--- config.mk ---
export PLATFORM = sky130hd
export DESIGN_NAME = instruction_fetch
export DESIGN_NICKNAME = d
export VERILOG_FILES = /design/src/rtl/instruction_fetch.sv
export SDC_FILE = /design/constraint.sdc
export NUM_CORES = 1
export LEC_CHECK = 0
export ABC_AREA = 1
export CAP_MARGIN = 10
export CORE_UTILIZATION = 41
export DETAILED_ROUTE_END_ITERATION = 16
export PLACE_DENSITY = 0.79
export REMOVE_ABC_BUFFERS = 1
export SLEW_MARGIN = 25
export SYNTH_ARGS = -nofsm -noshare
export SYNTH_HDL_FRONTEND = slang
export SYNTH_SLANG_ARGS = --single-unit
export TNS_END_PERCENT = 1
--- constraint.sdc ---
create_clock -name clk -period 2.6 [get_ports clk]
set_clock_uncertainty 0.05 [all_clocks]
set_input_delay 0.26 -clock clk [delete_from_list [all_inputs] [get_ports clk]]
set_output_delay 0.26 -clock clk [all_outputs]
set_load 0.01 [all_outputs]
--- src/rtl/instruction_fetch.sv ---
// instruction_fetch: fetch stage directly upstream of instruction_memory.
// Owns the PC, presents it as the memory address, and captures {pc, instr}
// from the combinational memory into an IF/ID register. The register uses a
// valid/ready handshake toward the decoder. Redirects from later stages flush
// the register and retarget the PC.
//
// Ports:
//   clk, rst_n       clock, asynchronous active-low reset
//   imem_addr        byte address to instruction memory (= pc)
//   imem_instr       instruction word for imem_addr, same cycle
//   redirect_valid   taken branch/jump strobe
//   redirect_pc      redirect target; low two bits are dropped
//   out_valid/ready  IF/ID handshake toward decode
//   out_pc, out_instr, out_pc_plus4   IF/ID payload
//   misaligned       one-cycle pulse after a redirect with redirect_pc[1:0] != 0
//   fetch_count      number of completed handshakes (wraps)
module instruction_fetch #(
  parameter logic [31:0] RESET_PC  = 32'h0000_0000,
  parameter logic [31:0] NOP_INSTR = 32'h0000_0013
) (
  input  logic        clk,
  input  logic        rst_n,
  output logic [31:0] imem_addr,
  input  logic [31:0] imem_instr,
  input  logic        redirect_valid,
  input  logic [31:0] redirect_pc,
  output logic        out_valid,
  input  logic        out_ready,
  output logic [31:0] out_pc,
  output logic [31:0] out_instr,
  output logic [31:0] out_pc_plus4,
  output logic        misaligned,
  output logic [31:0] fetch_count
);

  typedef struct packed {
    logic [31:0] pc;
    logic [31:0] instr;
    logic [31:0] pc_plus4;
  } ifid_t;

  // PC is held as a word index so the low two bits are zero by construction.
  logic [29:0] pc_w;
  logic [31:0] pc;
  logic [31:0] pc_next4;
  ifid_t       ifid;
  logic        vld;
  logic        advance;
  logic        xfer;

  assign pc        = {pc_w, 2'b00};
  assign pc_next4  = pc + 32'd4;  // wraps 0xFFFF_FFFC -> 0
  assign imem_addr = pc;

  // Empty register can always be filled; full one only when decode drains it.
  assign advance = !vld || out_ready;
  assign xfer    = vld && out_ready;

  always_ff @(posedge clk or negedge rst_n) begin
    if (!rst_n) begin
      pc_w      <= RESET_PC[31:2];
      vld       <= 1'b0;
      ifid      <= '{pc: 32'd0, instr: NOP_INSTR, pc_plus4: 32'd0};
    end else if (redirect_valid) begin
      // Flush: whatever would have been captured this cycle is squashed.
      pc_w       <= redirect_pc[31:2];
      vld        <= 1'b0;
      ifid.instr <= NOP_INSTR;
    end else if (advance) begin
      pc_w      <= pc_next4[31:2];
      vld       <= 1'b1;
      ifid      <= '{pc: pc, instr: imem_instr, pc_plus4: pc_next4};
    end
  end

  // Handshake counter is independent of flushes: an entry accepted in the
  // same cycle as a redirect was still delivered.
  always_ff @(posedge clk or negedge rst_n) begin
    if (!rst_n) begin
      fetch_count <= 32'd0;
    end else if (xfer) begin
      fetch_count <= fetch_count + 32'd1;
    end
  end

  // Re-evaluated every cycle so it falls after one cycle unless another
  // misaligned redirect arrives.
  always_ff @(posedge clk or negedge rst_n) begin
    if (!rst_n) begin
      misaligned <= 1'b0;
    end else begin
      misaligned <= redirect_valid && (redirect_pc[1:0] != 2'b00);
    end
  end

  assign out_valid    = vld;
  assign out_pc       = ifid.pc;
  assign out_instr    = ifid.instr;
  assign out_pc_plus4 = ifid.pc_plus4;

endmodule

==> flow_metrics.py <==
metrics = {
    "setup_path": {
        "timing.critical_path.from_type": "flip-flop",
        "cp_slowest_stage_delay_ns": 0.66,
        "cp-end-kind": "output pin",
        "timing.critical_path.required_ns": 2.29,
        "worstPathMaxFanout": 6,
        "timing.critical_path.cells": "clkdlybuf4s50_1",
        "crit_path_category": "flip-flop to output pin",
        "path_buf_inv": 1,
        "worst-r2r-setup-slack_ns": 0.75,
        "cpLargestDelayFamily": "buffers and inverters",
        "slowest_stage_cell_on_the_critical_path": "sky130_fd_sc_hd__clkdlybuf4s50_1",
        "critical_path_arrival_ns": 1.56,
    },
    "sta": {
        "layout_min_cycle_time_ns": 1.87,
        "timing_hold_violations_final": 0,
        "setup_viol": 0,
        "drv_slew": 0,
        "hold-worst-slack_ns": 0.283,
        "achievable-frequency_mhz": 534,
        "final_min_period_over_clock_period": 0.720,
        "rsz0062_at_grt": "no",
        "final_sum_of_negative_setup_slack_ns": 0,
    },
    "global_route": {
        "grt_pass1_wl_um": 33300,
        "grt_antenna_before_repair": 1,
        "grt.overflow.total": 0,
        "grt_util_all_layers": 0.240,
        "grt_start_max_net_pins": 93,
        "first_global_vias": 6526,
    },
    "drt": {
        "ant_nets": 0,
        "detailedRoute.firstPassIterationCount": 5,
        "post_detailed_route_via_to_cell_ratio": 4.97,
        "vias": 6609,
        "wl_per_cell_um": 15.5,
        "wl_um": 20600,
        "drc_violation_count_after_routing": 0,
        "drt_iter0_drc": 367,
    },
    "cts": {
        "cts_resized": 0,
        "worst_skew_pair.late_latency_ns": 0.43,
        "ctsRootBufferMaster": "sky130_fd_sc_hd__clkbuf_16",
        "reg_clk_slew_reported_paths_ns": 0.07,
        "tritoncts_clock_tree": "yes",
        "cts_buffer_depth": 2,
        "cts_buffers": 17,
        "htree_levels": 4,
        "clock_sink_total": 156,
    },
    "yosys": {
        "syn_inst": 864,
        "seq_area_frac_synth": 0.544,
        "synth-warning-count": 0,
        "yosys.area.top_type": "sky130_fd_sc_hd__dfrtp_1",
        "synthDistinctLibCells": 29,
        "synth.ff_latch_count": 156,
        "synth_top_cell_area_share": 0.533,
        "synth.area.top_cells": "sky130_fd_sc_hd__dfrtp_1 53%, sky130_fd_sc_hd__nand2_1 17%, sky130_fd_sc_hd__nor2_1 4.2%, sky130_fd_sc_hd__a22o_1 3.5%, sky130_fd_sc_hd__nand3_1 3.3%",
        "netlist_area_um2": 7190,
        "post_synth.cell_area_avg_um2": 8.32,
    },
    "finish": {
        "finish.net_count": 1161,
        "layout-area-overhead-vs-synth_pct": 43.0,
        "diodes": 0,
        "final_util": 0.598,
        "drive_above_1_share": 0.0634,
        "post-route-cell-area_um2": 10300,
    },
    "power_and_ir_drop": {
        "peakVddDrop_mv": 0.486,
        "static-leakage-power_nw": 4.73,
        "power.density_nw_per_um2": 657,
        "power.total_mw": 6.75,
    },
    "placed_design": {
        "dp.final_hpwl_um": 15200,
        "placement.io_buffers": 223,
        "globalplace.congestion": 0.884,
        "dpl_cell_area_um2": 9690,
    },
    "die": {
        "fp.dieArea_um2": 18100,
        "core_area_um2": 17200,
        "row_count": 48,
        "die-height_um": 134,
        "die_x_um": 134,
        "io_pins": 230,
        "floorplan.initialDensity": 0.418,
    },
    "worst_hold_path": {
        "hp-class": "input pin to async pin",
    },
    "flow_run": {
        "drv_cap": 0,
    },
    "status": {
        "run_status": "finished, final reports clean",
    },
}
[final cells by class]
type                            instances  area, um2
Multi-Input combinational cell        617       2910
Sequential cell                       156       3910
Tap cell                              225        282
Timing Repair Buffer                  234       2360
Fill cell                            1507       6900
Clock buffer                           17        425
Inverter                               65        244
Clock inverter                         15        151
[metrics by stage]
step                cells  setup slack, ns
floorplan             838           -0.584
global placement     1296            0.553
detailed placement   1296            0.526
CTS                  1329            0.699
global route         1329            0.609
finish               1329            0.727
[cells in the final DEF, fill, tap and decap left out]
master	synthesis	layout
sky130_fd_sc_hd__clkbuf_16	0	17
sky130_fd_sc_hd__nand3b_1	2	2
sky130_fd_sc_hd__xor2_1	17	17
sky130_fd_sc_hd__a22oi_1	19	19
sky130_fd_sc_hd__clkinv_2	0	1
sky130_fd_sc_hd__a22o_1	29	29
sky130_fd_sc_hd__clkinv_4	0	5
sky130_fd_sc_hd__buf_12	0	3
sky130_fd_sc_hd__inv_2	4	4
sky130_fd_sc_hd__nor2_1	81	81
sky130_fd_sc_hd__nand2_4	0	1
sky130_fd_sc_hd__nor2_2	12	11
sky130_fd_sc_hd__inv_6	0	7
sky130_fd_sc_hd__buf_4	7	7
sky130_fd_sc_hd__nand2_2	5	5
sky130_fd_sc_hd__ha_1	2	2
sky130_fd_sc_hd__o21ai_1	4	4
sky130_fd_sc_hd__dfstp_2	3	3
sky130_fd_sc_hd__xnor2_1	6	6
sky130_fd_sc_hd__buf_6	0	1
sky130_fd_sc_hd__nand3_1	47	47
sky130_fd_sc_hd__nand2_1	327	326
sky130_fd_sc_hd__o21ai_0	31	31
sky130_fd_sc_hd__nand4_1	6	6
sky130_fd_sc_hd__o211ai_1	6	6
sky130_fd_sc_hd__clkdlybuf4s50_1	0	222
sky130_fd_sc_hd__conb_1	1	6
sky130_fd_sc_hd__nor3_1	5	5
sky130_fd_sc_hd__or2_2	1	1
sky130_fd_sc_hd__dfrtp_1	153	153
sky130_fd_sc_hd__dlygate4sd3_1	0	1
sky130_fd_sc_hd__clkinv_1	1	1
sky130_fd_sc_hd__inv_1	60	60
sky130_fd_sc_hd__nor2_4	1	2
sky130_fd_sc_hd__a21oi_1	7	7
sky130_fd_sc_hd__o22a_1	3	3
sky130_fd_sc_hd__inv_8	0	1
sky130_fd_sc_hd__bufinv_16	0	1
[routing by layer]
metal | wire, um | track usage
met1 | 8480 | 0.294
met2 | 9710 | 0.389
met3 | 1940 | 0.0911
met4 | 439 | 0.0780
met5 | 19 | 0
[state kept, by name, indices dropped and copies added, names as in the netlist]
name and count:
out_valid 1, out_pc_plus4 30, pc_w 30, out_pc 30, misaligned 1, fetch_count 32, out_instr 32
[timing repair]
action                    CTS  global route
hold endpoints to repair   40             0
buffers inserted            0             0
hold buffers                1             0
[where the power goes]
part	internal [mW]	total (mW)	switching, mW
Combinational	0.716	1.34	0.622
Clock	1.35	2.45	1.10
Sequential	2.69	2.97	0.276
[cell families after synthesis]
kind of cell / synth area share
simple gates: 0.274
buf+inv: 0.0559
xor+xnor: 0.0280
fa+ha+maj: 0.00348
compound gates: 0.0944
flops: 0.544
other cells: 0.000522
[cell usage after synthesis, drive strengths merged]
cell / instances
clkbuf: 12
ha: 2
dfstp: 3
nand3: 47
xnor2: 6
nand3b: 2
inv: 64
buf: 19
nor2: 94
conb: 1
nand4: 6
nor3: 5
or2: 1
clkinv: 1
a22o: 29
o211ai: 6
o22a: 3
xor2: 17
a21oi: 7
o21ai: 35
nand2: 332
dfrtp: 153
a22oi: 19
[final timing paths]
| path | start | cells past startpoint | endpoint |
|---|---|---|---|
| max in group asynchronous | rst_n | 3 | out_instr[4] |
| max reg2reg | pc_w[0] | 7 | pc_w[14] |
| min | rst_n | 2 | pc_w[10] |
| min reg2reg | out_pc[17] | 2 | out_pc[17] |
| min in group clk | redirect_pc[6] | 3 | pc_w[4] |
| max | pc_w[12] | 1 | imem_addr[14] |
Note: power is estimated with default switching activity, not from simulation.
==> RTL change, RTL diff (config.mk and constraints unchanged) <==
Register the output `fetch_count` once more, with the module's reset; this adds one clock of latency there. The other outputs are not delayed to match.
--- a/src/rtl/instruction_fetch.sv
+++ b/src/rtl/instruction_fetch.sv
@@ -40,4 +40,6 @@
   } ifid_t;
 
+  logic [31:0] fetch_count_s0;
+
   // PC is held as a word index so the low two bits are zero by construction.
   logic [29:0] pc_w;
@@ -78,7 +80,7 @@
   always_ff @(posedge clk or negedge rst_n) begin
     if (!rst_n) begin
-      fetch_count <= 32'd0;
+      fetch_count_s0 <= 32'd0;
     end else if (xfer) begin
-      fetch_count <= fetch_count + 32'd1;
+      fetch_count_s0 <= fetch_count_s0 + 32'd1;
     end
   end
@@ -99,4 +101,12 @@
   assign out_pc_plus4 = ifid.pc_plus4;
 
+  always_ff @(posedge clk or negedge rst_n) begin
+    if (!rst_n) begin
+      fetch_count <= '0;
+    end else begin
+      fetch_count <= fetch_count_s0;
+    end
+  end
+
 endmodule
 
Function: changed (a bounded check fails within 4 cycles, from zero or initial values and one cycle with rst_n low).
==> RTL change against the original RTL <==
- area after synthesis is 9.9% higher
- critical path depth unchanged
- utilization decreased by 1.2 points
- critical endpoint unchanged
- sequential cell count up 32
- design area up 7.1%
- synthesized cell count is 3.7% lower
- largest power group unchanged
- hold slack improved by 0.048 ns
- total power grew 11%
- largest cell class unchanged
- setup slack lost 0.018 ns
- routed wire length increased by 5.0%
==> RTL change: results (changes against the original RTL) <==
Gate Count Post-Synth: 832 (-3.7%)
Fillcell total: 1598 (+6.0%)
Post-Synth XOR/XNOR Area: 0.0277 (-0.000309)
Placer Congestion: 0.887 (+0.32%)
GRT Total Usage: 0.226 (-0.0137)
Status: complete, no violations
Initial DRC Count: 400 (+9.0%)
R2r worst-path depth: 4 (-3)
Total CTS buffers: 17 (unchanged)
CP max FO: 7 (+1)
Via density: 5.08 (+2.1%)
Top cells by count, synth: 274 x nand2_1, 185 x dfrtp_1, 56 x inv_1, 54 x nor2_1, 42 x nand3_1
Final nets: 1126 (-3.0%)
WP data arrival: 1.58 ns (+0.02 ns)
Synth cell types: 34 (+17%)
Post-synthesis mux area share: 0.00143 (+0.00143)
Placed cell area: 0.0104 mm2 (+7.4%)
Compound-cell area share of the yosys netlist: 0.0916 (-0.00280)
Register area share after synthesis: 0.596 (+0.0524)
Fin cells: 1301 (-2.1%)
Final Hold Slack: 0.331 ns (+0.0482 ns)
Vias in the first global route: 6549 (+0.35%)
Dominant cells by area after synthesis: dfrtp_1 59%, nand2_1 13%, a22o_1 3.2%, inv_1 2.7%, nand3_1 2.7%
CP startpoint: pc_w[12]
Antenna Cells: 0 (unchanged)
Worst R2R Start: out_valid
Share of post-route cells with drive strength above 1: 0.0712 (+0.00782)
Synth Area in Adders: 0.00317 (-0.000314)
Clk slew on worst S/H paths: 0.07 ns (about the same)
Main synth FF type: dfrtp_1
Initial DRT Pass Iterations: 5 (unchanged)
Leakage: 0.00517 uW (+9.2%)
DP HPWL: 15.2 mm (+0.19%)
Largest net degree at the start of global routing: 96 (+3.2%)
Reg-to-Reg End: out_instr[27]
Peak supply drop: 0.548 mV (+13%)
Total Routed Length: 21.6 mm (+5.0%)
First-pass GRT wire length: 34.4 mm (+3.0%)
Worst slack, placed: 0.400 ns (-0.126 ns)
R2R setup slack: 0.73 ns (-0.02 ns)
Final Util: 0.586 (-0.0121)
-- RTL change: changes by cell type after synthesis, sizes merged, moves of 2 or more --
cell,delta
nand2,-50
dfrtp,+32
nor2,-21
nand3,-4
buf,+3
inv,-3
a21oi,+2
a22oi,+2
clkbuf,-2
nor3,+2
o211ai,+2
xnor2,+2
-- RTL change: metal layers --
layer  global-route usage  up-vias  wire [um]
li1                     -     3124          -
met1                0.288     3193       9150
met2                0.364      248      10200
met3               0.0652       38       1730
met4               0.0887        2        515
met5                    0        -         16
-- RTL change: kinds of logic (layout without fill, tap and decap cells) --
kind of cell               count (synthesis)  after routing
other                                      1              6
muxes                                      1              1
buffers and inverters                     93            323
DFF                                      188            188
and+or+nand+nor                          416            416
adders and majority gates                  2              2
xor gates and xnor gates                  25             25
AOI/OAI and AO/OA                        106            106
-- RTL change: cell type report --
type                    count  area share
inverters                  61      0.0208
clock inverters            10      0.0130
repair buffers            232       0.214
clock buffers              20      0.0406
multi-input cells         556       0.257
flip-flops and latches    188       0.428
well taps                 234      0.0266
-- RTL change: repair_timing --
item / 4_1_cts / 5_1_grt
gates resized for setup: 0 / 0
endpoints found under the hold margin: 61 / 0
hold buffers: 1 / 0
-- RTL change: worst max-delay path by stage --
stage	slack, ns	to	cells past startpoint
2_1_floorplan	0.17	pc_w[7]	5
3_3_place_gp	0.47	pc_w[28]	7
3_5_place_dp	0.40	out_instr[30]	6
4_1_cts	0.70	imem_addr[14]	1
5_1_grt	0.60	pc_w[28]	5
6_report	0.71	imem_addr[14]	1
-- RTL change: power by group --
group	switching (uW)	internal, uW
logic	627	725
clock network	1120	1530
registers	282	3230
